$ cat config.mk
export PLATFORM = sky130hd
export DESIGN_NAME = quad_step_decoder_flat
export DESIGN_NICKNAME = d
export VERILOG_FILES = /design/src/rtl/quad_step_decoder_pkg.sv /design/src/rtl/quad_step_decoder_if.sv /design/src/rtl/quad_step_decoder_debounce.sv /design/src/rtl/quad_step_decoder.sv /design/src/flat_wrapper.sv
export SDC_FILE = /design/constraint.sdc
export NUM_CORES = 1
export LEC_CHECK = 0
export ABC_AREA = 1
export CELL_PAD_IN_SITES_DETAIL_PLACEMENT = 0
export CELL_PAD_IN_SITES_GLOBAL_PLACEMENT = 2
export CORE_MARGIN = 2
export CORE_UTILIZATION = 33
export CTS_CLUSTER_SIZE = 25
export DETAILED_ROUTE_END_ITERATION = 8
export PLACE_DENSITY = 0.72
export SKIP_LAST_GASP = 1
export SYNTH_ARGS = -nofsm -noshare
export SYNTH_HDL_FRONTEND = slang
export SYNTH_HIERARCHICAL = 1
export SYNTH_SLANG_ARGS = --single-unit
$ cat constraint.sdc
create_clock -name clk -period 2.1 [get_ports clk]
set_input_delay 0.315 -clock clk [delete_from_list [all_inputs] [get_ports clk]]
set_output_delay 0.315 -clock clk [all_outputs]
set_load 0.01 [all_outputs]
$ cat src/rtl/quad_step_decoder_pkg.sv
// Shared constants and types for the quadrature step decoder.
// Phase encodings are {A,B}; the up sequence is 00 -> 10 -> 11 -> 01 -> 00.
package quad_step_decoder_pkg;

    localparam logic [1:0] PH_00 = 2'b00;
    localparam logic [1:0] PH_10 = 2'b10;
    localparam logic [1:0] PH_11 = 2'b11;
    localparam logic [1:0] PH_01 = 2'b01;

    localparam logic STEP_UP = 1'b1;
    localparam logic STEP_DN = 1'b0;

    typedef enum logic [1:0] {
        EDGE_NONE,
        EDGE_UP,
        EDGE_DN,
        EDGE_BAD
    } edge_e;

endpackage

$ cat src/rtl/quad_step_decoder_if.sv
// Encoder-side inputs and counter-side step outputs of the quadrature decoder.
// The decoder uses the slave modport; whoever drives the encoder uses master.
interface quad_step_decoder_if;
    logic enable;
    logic a_in;
    logic b_in;
    logic en;
    logic up_d;
    logic err;

    modport master (output enable, a_in, b_in, input en, up_d, err);
    modport slave  (input enable, a_in, b_in, output en, up_d, err);
endinterface

$ cat src/rtl/quad_step_decoder_debounce.sv
// One-bit synchroniser plus debounce: the accepted value only changes after
// DEB_CYCLES consecutive samples that differ from it.
module quad_debounce #(
    parameter int unsigned SYNC_STAGES = 2,
    parameter int unsigned DEB_CYCLES  = 4
) (
    input  logic clk,
    input  logic clr,
    input  logic din,
    output logic dout
);

    localparam int unsigned CW = $clog2(DEB_CYCLES + 1);

    logic [SYNC_STAGES-1:0] sync_q;
    logic [CW-1:0]          cnt_q, cnt_d;
    logic                   acc_q, acc_d;
    logic                   sample;

    assign sample = sync_q[SYNC_STAGES-1];

    always_comb begin
        cnt_d = '0;
        acc_d = acc_q;
        if (sample != acc_q) begin
            if (cnt_q == CW'(DEB_CYCLES - 1)) begin
                acc_d = sample;
            end else begin
                cnt_d = cnt_q + 1'b1;
            end
        end
    end

    always_ff @(posedge clk or posedge clr) begin
        if (clr) begin
            sync_q <= '0;
            cnt_q  <= '0;
            acc_q  <= 1'b0;
        end else begin
            sync_q <= {sync_q[SYNC_STAGES-2:0], din};
            cnt_q  <= cnt_d;
            acc_q  <= acc_d;
        end
    end

    assign dout = acc_q;

endmodule

$ cat src/rtl/quad_step_decoder.sv
// Quadrature encoder front end: debounced A/B phase tracking that emits a one-cycle step
// strobe with direction, either per valid edge (x4) or per full four-edge cycle (x1).
module quad_step_decoder
    import quad_step_decoder_pkg::*;
#(
    parameter int unsigned SYNC_STAGES = 2,
    parameter int unsigned DEB_CYCLES  = 4,
    parameter int unsigned X4_MODE     = 0
) (
    input logic                clk,
    input logic                clr,
    quad_step_decoder_if.slave bus
);

    logic              a_acc, b_acc;
    logic [1:0]        phase;
    logic [1:0]        prev_q;
    logic              init_q;
    logic signed [2:0] sub_q, sub_d;
    logic              en_q, en_d;
    logic              up_q, up_d_nx;
    logic              err_q, err_d;
    logic signed [3:0] delta, sum;
    edge_e             kind;

    quad_debounce #(.SYNC_STAGES(SYNC_STAGES), .DEB_CYCLES(DEB_CYCLES)) u_deb_a (
        .clk  (clk),
        .clr  (clr),
        .din  (bus.a_in),
        .dout (a_acc)
    );

    quad_debounce #(.SYNC_STAGES(SYNC_STAGES), .DEB_CYCLES(DEB_CYCLES)) u_deb_b (
        .clk  (clk),
        .clr  (clr),
        .din  (bus.b_in),
        .dout (b_acc)
    );

    assign phase = {a_acc, b_acc};

    always_comb begin
        kind = EDGE_NONE;
        case ({prev_q, phase})
            {PH_00, PH_10}, {PH_10, PH_11}, {PH_11, PH_01}, {PH_01, PH_00}: kind = EDGE_UP;
            {PH_00, PH_01}, {PH_01, PH_11}, {PH_11, PH_10}, {PH_10, PH_00}: kind = EDGE_DN;
            {PH_00, PH_11}, {PH_11, PH_00}, {PH_10, PH_01}, {PH_01, PH_10}: kind = EDGE_BAD;
            default:                                                        kind = EDGE_NONE;
        endcase
    end

    // Sub-count is widened by one bit so that +4/-4 can be detected before wrapping.
    assign delta = (kind == EDGE_UP) ? 4'sd1 : -4'sd1;
    assign sum   = $signed({sub_q[2], sub_q}) + delta;

    always_comb begin
        sub_d   = sub_q;
        en_d    = 1'b0;
        up_d_nx = up_q;
        err_d   = 1'b0;
        if (!init_q) begin
            if (kind == EDGE_BAD) begin
                err_d = 1'b1;
                sub_d = '0;
            end else if (kind != EDGE_NONE && bus.enable) begin
                if (X4_MODE != 0) begin
                    en_d    = 1'b1;
                    up_d_nx = (kind == EDGE_UP) ? STEP_UP : STEP_DN;
                end else if (sum == 4'sd4) begin
                    en_d    = 1'b1;
                    up_d_nx = STEP_UP;
                    sub_d   = '0;
                end else if (sum == -4'sd4) begin
                    en_d    = 1'b1;
                    up_d_nx = STEP_DN;
                    sub_d   = '0;
                end else begin
                    sub_d = sum[2:0];
                end
            end
        end
        if (!bus.enable) begin
            sub_d = '0;
        end
    end

    always_ff @(posedge clk or posedge clr) begin
        if (clr) begin
            prev_q <= PH_00;
            init_q <= 1'b1;
            sub_q  <= '0;
            en_q   <= 1'b0;
            up_q   <= 1'b1;
            err_q  <= 1'b0;
        end else begin
            prev_q <= phase;
            init_q <= 1'b0;
            sub_q  <= sub_d;
            en_q   <= en_d;
            up_q   <= up_d_nx;
            err_q  <= err_d;
        end
    end

    assign bus.en   = en_q;
    assign bus.up_d = up_q;
    assign bus.err  = err_q;

endmodule

$ cat src/flat_wrapper.sv
// flat-port wrapper written by rule: the top's interface ports become plain ports
module quad_step_decoder_flat import quad_step_decoder_pkg::*;
#(
    parameter int unsigned SYNC_STAGES = 2,
    parameter int unsigned DEB_CYCLES  = 4,
    parameter int unsigned X4_MODE     = 0
)
  (clk, clr, bus_enable, bus_a_in, bus_b_in, bus_en, bus_up_d, bus_err);
  quad_step_decoder_if bus_i ();
  input logic clk;
  input logic clr;
  input wire logic [$bits(bus_i.enable)-1:0] bus_enable;
  input wire logic [$bits(bus_i.a_in)-1:0] bus_a_in;
  input wire logic [$bits(bus_i.b_in)-1:0] bus_b_in;
  output wire logic [$bits(bus_i.en)-1:0] bus_en;
  output wire logic [$bits(bus_i.up_d)-1:0] bus_up_d;
  output wire logic [$bits(bus_i.err)-1:0] bus_err;
  assign bus_i.enable = bus_enable;
  assign bus_i.a_in = bus_a_in;
  assign bus_i.b_in = bus_b_in;
  assign bus_en = bus_i.en;
  assign bus_up_d = bus_i.up_d;
  assign bus_err = bus_i.err;
  quad_step_decoder #(.SYNC_STAGES(SYNC_STAGES), .DEB_CYCLES(DEB_CYCLES), .X4_MODE(X4_MODE)) u_core (.clk(clk), .clr(clr), .bus(bus_i));
endmodule
# Yosys cells after proc, flatten, opt, wreduce, memory -nomap -nowiden
# Memory sizes are Yosys's and may differ from the RTL's.
# Cells that the tools add are included.
totals:
  in_bits: 5
  out_inout_bits: 3
  memories: 1
  mem_bits_ro: 32
  reg_bits: 21
classes:
  n_reduce_logical: 7
  add_sub_neg: 3
  bitwise: 2
  mux: 20
  eq_ne: 10
mem_list:
  columns: ["name", "words", "width", "rd", "rd_clocked_by_memory_dff", "write_ports", "line_no", "rtl"]
  rows:
  - ["(name not given)", 16, 2, 1, 0, 0, "quad_step_decoder.sv:44", "case ({prev_q, phase})"]
ops:
  columns: ["cell", "count"]
  rows:
  - ["3-bit two-way mux", 10]
  - ["1-bit two-way mux", 9]
  - ["3-bit by 1-bit adder with 3-bit output (second input constant)", 2]
  - ["3-bit by 2-bit == test with 1-bit output (second input constant)", 2]
  - ["2-bit AND reduction", 3]
  - ["3-bit by 4-bit adder with 4-bit output", 1]
  - ["4-bit by 3-bit == test with 1-bit output (second input constant)", 1]
  - ["4-bit == test (second input constant)", 1]
  - ["4-bit two-way mux", 1]
  - ["4-bit AND reduction", 1]
  - ["2-bit nonzero test", 2]
  - ["3-bit by 1-bit inequality test with 1-bit output (second input constant)", 1]
  - ["2-bit by 1-bit == test with 1-bit output (second input constant)", 1]
  - ["2-bit == test (second input constant)", 1]
  - ["1-bit inequality test", 2]
  - ["2-bit inequality test (second input constant)", 1]
  - ["1-bit inverter", 2]
  - ["1-bit logical AND", 1]

# Logic depth before layout (Yosys ltp)
# Gate-level depths: netlist of the first run.
# An unclocked memory read counts as a cell.
logic_depth:
  word_depth: 11
  ltp_mapped: 14

# Hierarchy
# Netlist of the first run, hierarchy kept.
by_module_without_submodules:
  columns: ["mod", "n_inst", "seq_area_each_um2", "area_each_um2", "cells_per_inst"]
  rows:
  - ["quad_step_decoder", 1, 227.7, 601.8, 83]
  - ["quad_debounce", 2, 150.1, 242.7, 26]

# Worst setup path before layout of the first run
# OpenSTA, ideal clock, no wires.
synth_path:
  path_kind: "register -> register"
  start: "register u_core.u_deb_a.acc_q, in the netlist u_core/u_deb_a/dout"
  end: "register u_core.up_q, in the netlist u_core/bus.up_d"
  t_arrival_ps: 1771
  slack_ps: 253
  stages_incl_launch_ff: 14
  path_buffers: 0
  synth_period_minus_slack_ps: 1847
  path_cell_list: "dfrtp_1 > inv_1 > nand2_1 > nand3_1 > nand2_2 > nor2_1 > inv_1 > ha_1 > ha_1 > nand3_1 > nor2_1 > nand3_1 > nand2_1 > nand2_1"
synth_between:
  elab_chain_len: 7
  elab_cells_between_ends: 13
synth_lines:
  columns: ["item", "line_no", "rtl"]
  rows:
  - ["start, declared", "quad_step_decoder_debounce.sv:17", "logic acc_q, acc_d;"]
  - ["start signal, assigned", "quad_step_decoder_debounce.sv:38", "acc_q <= 1'b0;"]
  - ["start signal, assigned", "quad_step_decoder_debounce.sv:42", "acc_q <= acc_d;"]
  - ["memory 16 x 2 bit (*)", null, null]
  - ["2-bit by 1-bit == test with 1-bit output", "quad_step_decoder.sv:53", "assign delta = (kind == EDGE_UP) ? 4'sd1 : -4'sd1;"]
  - ["4-bit two-way mux", "quad_step_decoder.sv:53", null]
  - ["3-bit by 4-bit adder with 4-bit output", "quad_step_decoder.sv:54", "assign sum = $signed({sub_q[2], sub_q}) + delta;"]
  - ["4-bit by 3-bit == test with 1-bit output or 4-bit == test (tied branches)", "quad_step_decoder.sv:73, quad_step_decoder.sv:69", null]
  - ["2-bit nonzero test (no line)", null, null]
  - ["4-bit AND reduction (no line)", null, null]
  - ["end signal, assigned", "quad_step_decoder.sv:100", "up_q <= up_d_nx;"]
  - ["end, declared", "quad_step_decoder.sv:21", "logic up_q, up_d_nx;"]
# Every way passes the cells marked *; elsewhere a longest branch is shown, timed or not.
# A chain may end at the register's enable or synchronous reset.

# Worst setup path in the final report of the first run
layout_path:
  start: "register u_core.prev_q[0]"
  end: "register u_core.up_q, in the netlist u_core/bus.up_d"
layout_between:
  elab_chain_len: 7
  elab_cells_between_ends: 13
layout_lines:
  columns: ["item", "line_no", "rtl"]
  rows:
  - ["start, declared", "quad_step_decoder.sv:17", "logic [1:0] prev_q;"]
  - ["start signal, assigned", "quad_step_decoder.sv:96", "prev_q <= phase;"]
  - ["memory 16 x 2 bit (*)", null, null]
  - ["2-bit by 1-bit == test with 1-bit output", "quad_step_decoder.sv:53", null]
  - ["4-bit two-way mux", "quad_step_decoder.sv:53", null]
  - ["3-bit by 4-bit adder with 4-bit output", "quad_step_decoder.sv:54", null]
  - ["4-bit by 3-bit == test with 1-bit output or 4-bit == test (tied branches)", "quad_step_decoder.sv:73, quad_step_decoder.sv:69", null]
  - ["2-bit nonzero test (no line)", null, null]
  - ["4-bit AND reduction (no line)", null, null]
# Marked as above.

==> results of run 1 <==
[worst paths after layout]
check / startpoint / endpoint / cells past startpoint
max: u_core/prev_q[0] / u_core/bus.up_d / 13
min: clr / u_core/u_deb_a/cnt_q[0] / 2
max reg2reg: u_core/prev_q[0] / u_core/bus.up_d / 13
min reg2reg: u_core/u_deb_a/sync_q[0] / u_core/u_deb_a/sync_q[1] / 0
max in group asynchronous: clr / u_core/init_q / 2
min in group clk: u_core/u_deb_a/sync_q[0] / u_core/u_deb_a/sync_q[1] / 0
[worst max-delay path, cell delays in order (launching register included)]
cell and delay [ns]:
dfrtp_1 0.44, inv_2 0.10, nand2_1 0.07, nand3_1 0.09
nand2_2 0.09, nor2_4 0.13, inv_2 0.07, ha_4 0.27
ha_2 0.17, nand3_2 0.10, nor2_2 0.13, nand3_1 0.10
nand2_1 0.07, nand2_1 0.04
[power by group through the flow]
stage | clock network, mW | logic (mW) | registers [mW]
after detailed placement | 0 | 0.856 | 0.598
after CTS | 0.200 | 0.863 | 0.590
after floorplan | 0 | 0.666 | 0.590
final | 0.184 | 0.988 | 0.594
after global placement | 0 | 0.869 | 0.596
after global routing | 0.226 | 1.13 | 0.614
[flip-flops by register name, summed over array words and instances (netlist names)]
name and cells:
u_core/init_q 1, u_core/bus.err 1, u_core/u_deb_b/sync_q 2, u_core/u_deb_a/dout 1
u_core/u_deb_b/cnt_q 3, u_core/bus.up_d 1, u_core/u_deb_b/dout 1, u_core/u_deb_a/cnt_q 3
u_core/sub_q 3, u_core/u_deb_a/sync_q 2, u_core/bus.en 1, u_core/prev_q 2
[metrics by stage]
step           cells  worst slack [ns]
3_5_place_dp     187            0.0886
3_3_place_gp     187             0.120
6_report         193             0.169
4_1_cts          191            0.0721
2_1_floorplan    135             0.253
5_1_grt          193           0.00328
[placed cells by master, fill, tap and decap left out]
cell	Yosys	final
nand2_1	36	36
inv_1	24	23
dfrtp_1	19	18
nand3_1	16	15
nor2_1	14	12
nand2_2	11	11
clkdlybuf4s50_1	0	7
clkbuf_4	0	3
buf_4	0	3
inv_2	1	2
nand2_4	2	2
nand4_1	2	2
ha_4	0	2
dfstp_2	2	2
ha_1	5	2
clkbuf_1	0	1
nand3b_1	1	1
nor2_4	0	1
nand3_2	0	1
nor2_2	0	1
fa_1	1	1
ha_2	0	1
conb_1	1	1
dfrtp_2	0	1
[cell usage after synthesis (all sizes together)]
cell,instances,area (um2)
nand2,49,226
inv,25,93.8
dfrtp,19,475
nand3,16,80.1
nor2,14,52.6
ha,5,62.6
dfstp,2,52.6
nand4,2,12.5
conb,1,3.75
fa,1,20.0
nand3b,1,7.51
[area by class of cell]
cell class	count	area share
inverters	25	0.0719
repair buffers	10	0.0709
clock buffers	4	0.0201
well taps	44	0.0422
multi-input cells	89	0.389
flip-flops and latches	21	0.406
[cell families after synthesis]
kind of cell	synth area share
DFF	0.486
other	0.00345
and+or+nand+nor	0.349
adders and majority gates	0.0760
buffers and inverters	0.0863
[timing repair]
| item | 4_1_cts | 5_1_grt |
|---|---|---|
| endpoints found under the setup margin | 0 | 4 |
| setup buffers | 0 | 2 |
| gates resized for setup | 0 | 9 |
[layer usage]
metal	up-vias	part of all wire	routed length (um)	track usage
met1	354	0.53	976	0.161
met4	0	0.0055	10	0.0274
met3	2	0.028	51	0.0378
met2	9	0.43	788	0.193
met5	-	0	0	0
li1	434	-	-	-
==> results.py, run 1 <==
metrics = {
    "routing": {
        "vias": 799,
        "viasPerCell": 4.14,
        "wl_um": 1830,
        "ant_nets": 0,
        "wl_per_cell_um": 9.47,
        "route.detailed.drc": 0,
        "first_pass_iters": 4,
        "drt_iter0_markers": 18,
    },
    "sta": {
        "hold_viol_final": 0,
        "rsz0062_at_grt": "false",
        "fmax_mhz": 518,
        "finalSetupViolations": 0,
        "whs_ns": 0.273,
        "fin_crit_sh": 0.919,
        "period_minus_slack_ns": 1.93,
        "drv_slew": 0,
        "fin_skew_ns": 0.00449,
        "fin_tns_setup_ns": 0,
    },
    "grt": {
        "grt_pass1_vias": 752,
        "antenna_found_initial": 0,
        "grt_first_pass_wirelength_um": 3280,
        "grt_max_degree": 12,
        "grt_overflow": 0,
        "grt.total_usage": 0.121,
    },
    "placed_design": {
        "placed_area_um2": 1220,
        "place_hpwl_um": 1440,
        "io_buffer_count": 7,
        "place_congestion": 0.749,
    },
    "final_layout": {
        "diodes": 0,
        "fin_area_um2": 1310,
        "syn_to_final_growth_pct": 20.0,
        "final_net_count": 161,
        "fillers": 346,
        "layout-drive-gt1-share": 0.201,
        "layout.core_utilization": 0.421,
        "multi_input_area_um2": 508,
        "seqCellArea_um2": 529,
    },
    "synth": {
        "synth_nets": 146,
        "avgSynthCellArea_um2": 8.05,
        "synth_cell_type_count": 14,
        "syn_area_um2": 1090,
        "synth_cells": 135,
        "synth-seq-cells": 21,
        "ys_seq_area_frac": 0.486,
        "ys_warn_count": 6,
    },
    "power_and_ir_drop": {
        "powerDensity_nw_per_um2": 1350,
        "irDropWorstVdd_v": 0.000445,
        "switching_share": 0.438,
        "power.leakage_nw": 0.678,
        "finalPower_mw": 1.77,
        "power_frac_comb": 0.560,
        "intPower_mw": 0.991,
        "p_seq_frac": 0.336,
        "clkPwrFrac": 0.104,
        "p_switching_mw": 0.774,
    },
    "die": {
        "num_io_pins": 8,
        "core-area_um2": 3100,
        "die_area_um2": 3770,
        "die_h_um": 61.4,
        "fp-row-count": 20,
        "initial_core_util": 0.350,
        "die_w_um": 61.4,
    },
    "min_path": {
        "hold_path_class": "in2async",
    },
    "critical_path": {
        "crit_arrival_ns": 2.17,
        "cp-start-kind": "flop",
        "crit_type": "reg2reg",
        "critPathMaxFanout": 5,
        "critPathCaptureType": "flop",
        "critPathRequiredTime_ns": 2.34,
        "r2r_slack_ns": 0.17,
    },
    "clocking": {
        "clk_latency_ns": 0.29,
        "cts.sinks": 21,
        "clockRootBuffer": "clkbuf_4",
        "clk_pin_slew_ns": 0.11,
        "htreeDepth": 1,
        "cts_inserted_buffers": 3,
        "hold_buffers": 0,
        "cts_tree": "yes",
        "cts_max_path_buffers": 2,
    },
    "outcome": {
        "status": "completed",
    },
    "run": {
        "maxCapViolCount": 0,
    },
}
No activity file was read; power rests on OpenSTA's default activity.
==> inputs of run 2 (changes only) <==
CORE_MARGIN = 10   (was 2)
==> run 2 against run 1 <==
Against the previous run: count of clock-buffer cells in the layout stayed put; total power barely moved; die area increased by 59%; via count grew 2.3%; non-clock buffer count decreased by 1; sequential share of layout area grew 0.34 points; fmax is 0.70% lower; sequential cell count is the same; register-to-register slack barely moved; cell count shrank 0.52%; clock power is essentially flat; critical path type unchanged; largest power group unchanged.
==> results.py, run 2 (synthesized netlist as in run 1, its figures left out) <==
metrics = {
    "power_and_ir_drop": {
        "powerDensity_nw_per_um2": 1370,
        "irDropWorstVdd_v": 0.000535,
        "p_seq_frac": 0.335,
        "p_switching_mw": 0.798,
        "finalPower_mw": 1.76,
        "intPower_mw": 0.966,
        "switching_share": 0.453,
        "clkPwrFrac": 0.106,
        "power_frac_comb": 0.559,
        "power.leakage_nw": 0.676,
    },
    "clocking": {
        "cts.sinks": 21,
        "cts_tree": "yes",
        "hold_buffers": 0,
        "cts_max_path_buffers": 2,
        "clk_latency_ns": 0.29,
        "clk_pin_slew_ns": 0.11,
        "htreeDepth": 1,
        "clockRootBuffer": "clkbuf_4",
        "cts_inserted_buffers": 3,
    },
    "routing": {
        "vias": 817,
        "wl_um": 1990,
        "ant_nets": 0,
        "wl_per_cell_um": 10.3,
        "viasPerCell": 4.26,
        "route.detailed.drc": 0,
        "first_pass_iters": 4,
        "drt_iter0_markers": 17,
    },
    "die": {
        "fp-row-count": 20,
        "core-area_um2": 3100,
        "die_h_um": 77.4,
        "initial_core_util": 0.350,
        "die_area_um2": 5990,
        "num_io_pins": 8,
        "die_w_um": 77.4,
    },
    "final_layout": {
        "layout-drive-gt1-share": 0.189,
        "fin_cells": 192,
        "multi_input_area_um2": 503,
        "reg_top3": "u_core/sub_q x3, u_core/u_deb_a/cnt_q x3, u_core/u_deb_b/cnt_q x3",
        "syn_to_final_growth_pct": 18.8,
        "seqCellArea_um2": 528,
        "final_cell_mix": "nand2_1 (36), inv_1 (22), dfrtp_1 (19), nand3_1 (14), nor2_1 (12)",
        "fillers": 338,
        "diodes": 0,
        "layout_commonest_cell": "nand2_1",
        "final_net_count": 160,
        "fin_area_um2": 1290,
    },
    "run": {
        "maxCapViolCount": 0,
    },
    "critical_path": {
        "r2r_slack_ns": 0.16,
        "crit_family": "simple AND/OR/NAND/NOR gates",
        "critPathMaxFanout": 5,
        "crit_arrival_ns": 2.18,
        "critPathRequiredTime_ns": 2.34,
        "cpPeakStageDelay_ns": 0.44,
        "cp-start-kind": "flop",
        "critPathCaptureType": "flop",
        "path_common_cell": "nand2_1",
        "crit_slowest_cell": "dfrtp_1",
        "crit_type": "reg2reg",
        "crit_chain": "inv_2, nand2_1, nand3_1, nand2_2, nor2_4, inv_2, ha_1, ha_1, nand3_2, nor2_4, nand3_2, nand2_1, nand2_1",
        "critPathBufInv": 2,
    },
    "grt": {
        "grt_first_pass_wirelength_um": 3400,
        "grt_overflow": 0,
        "antenna_found_initial": 0,
        "grt.total_usage": 0.0685,
        "grt_max_degree": 12,
        "grt_pass1_vias": 775,
    },
    "sta": {
        "fin_ws_ns": 0.155,
        "hold_viol_final": 0,
        "fin_skew_ns": 0.00315,
        "finalSetupViolations": 0,
        "fin_tns_setup_ns": 0,
        "period_minus_slack_ns": 1.94,
        "fmax_mhz": 514,
        "drv_slew": 0,
        "fin_crit_sh": 0.926,
    },
    "placed_design": {
        "place_hpwl_um": 1570,
        "placed_area_um2": 1230,
        "place_congestion": 0.755,
        "dpl.cell_count": 188,
        "dp_slack_ns": 0.101,
        "io_buffer_count": 7,
    },
    "outcome": {
        "status": "completed",
    },
    "min_path": {
        "hold_path_class": "in2async",
    },
}
## run 2: cell types whose count changed in the layout (fill, tap and decap cells not counted)
cell and change:
ha_1 +2, buf_4 -1, dfrtp_1 +1, dfrtp_2 -1
ha_2 -1, ha_4 -1, inv_1 -1, inv_2 +1
nand3_1 -1, nand3_2 +1, nor2_2 -1, nor2_4 +1
## run 2: worst paths after layout
| path | start | end | cells past startpoint |
|---|---|---|---|
| setup / recovery | u_core/prev_q[0] | u_core/bus.up_d | 13 |
| min in group clk | u_core/u_deb_a/sync_q[0] | u_core/u_deb_a/sync_q[1] | 0 |
| setup reg to reg | u_core/prev_q[0] | u_core/bus.up_d | 13 |
| hold / removal | clr | u_core/u_deb_b/dout | 2 |
| max in group asynchronous | clr | u_core/init_q | 2 |
| hold reg to reg | u_core/u_deb_a/sync_q[0] | u_core/u_deb_a/sync_q[1] | 0 |
## run 2: power groups by stage
stage          sequential, mW  clock [mW]  combinational (mW)
4_1_cts                 0.586       0.203               0.904
2_1_floorplan           0.590           0               0.666
3_3_place_gp            0.592           0               0.896
6_report                0.591       0.187               0.986
5_1_grt                 0.604       0.220                1.12
3_5_place_dp            0.593           0               0.892
## run 2: stage by stage
| step | utilization | hold slack (ns) |
|---|---|---|
| 2_1_floorplan | - | 0.106 |
| 3_3_place_gp | 0.396 | 0.334 |
| 3_5_place_dp | 0.396 | 0.337 |
| 4_1_cts | 0.404 | 0.282 |
| 5_1_grt | 0.416 | 0.276 |
| 6_report | 0.416 | 0.280 |
## run 2: area by class of cell
cell class                 instances  share of cell area
sequential                        21               0.409
multi-input combinational         89               0.390
inverter                          25              0.0727
timing repair buffer               9              0.0659
tap                               44              0.0426
clock buffer                       4              0.0203
## run 2: layer usage
metal / GRT usage / up-vias / routed length, um
met5: 0 / - / 0
met4: 0.0274 / 0 / 23
met3: 0.0196 / 2 / 57
met2: 0.102 / 9 / 839
met1: 0.0906 / 368 / 1070
li1: - / 438 / -
## run 2: timing repair
action	in CTS	in global routing
gates resized for setup	0	9
endpoints found under the setup margin	0	3
endpoints found under the hold margin	0	0
setup buffers	0	0
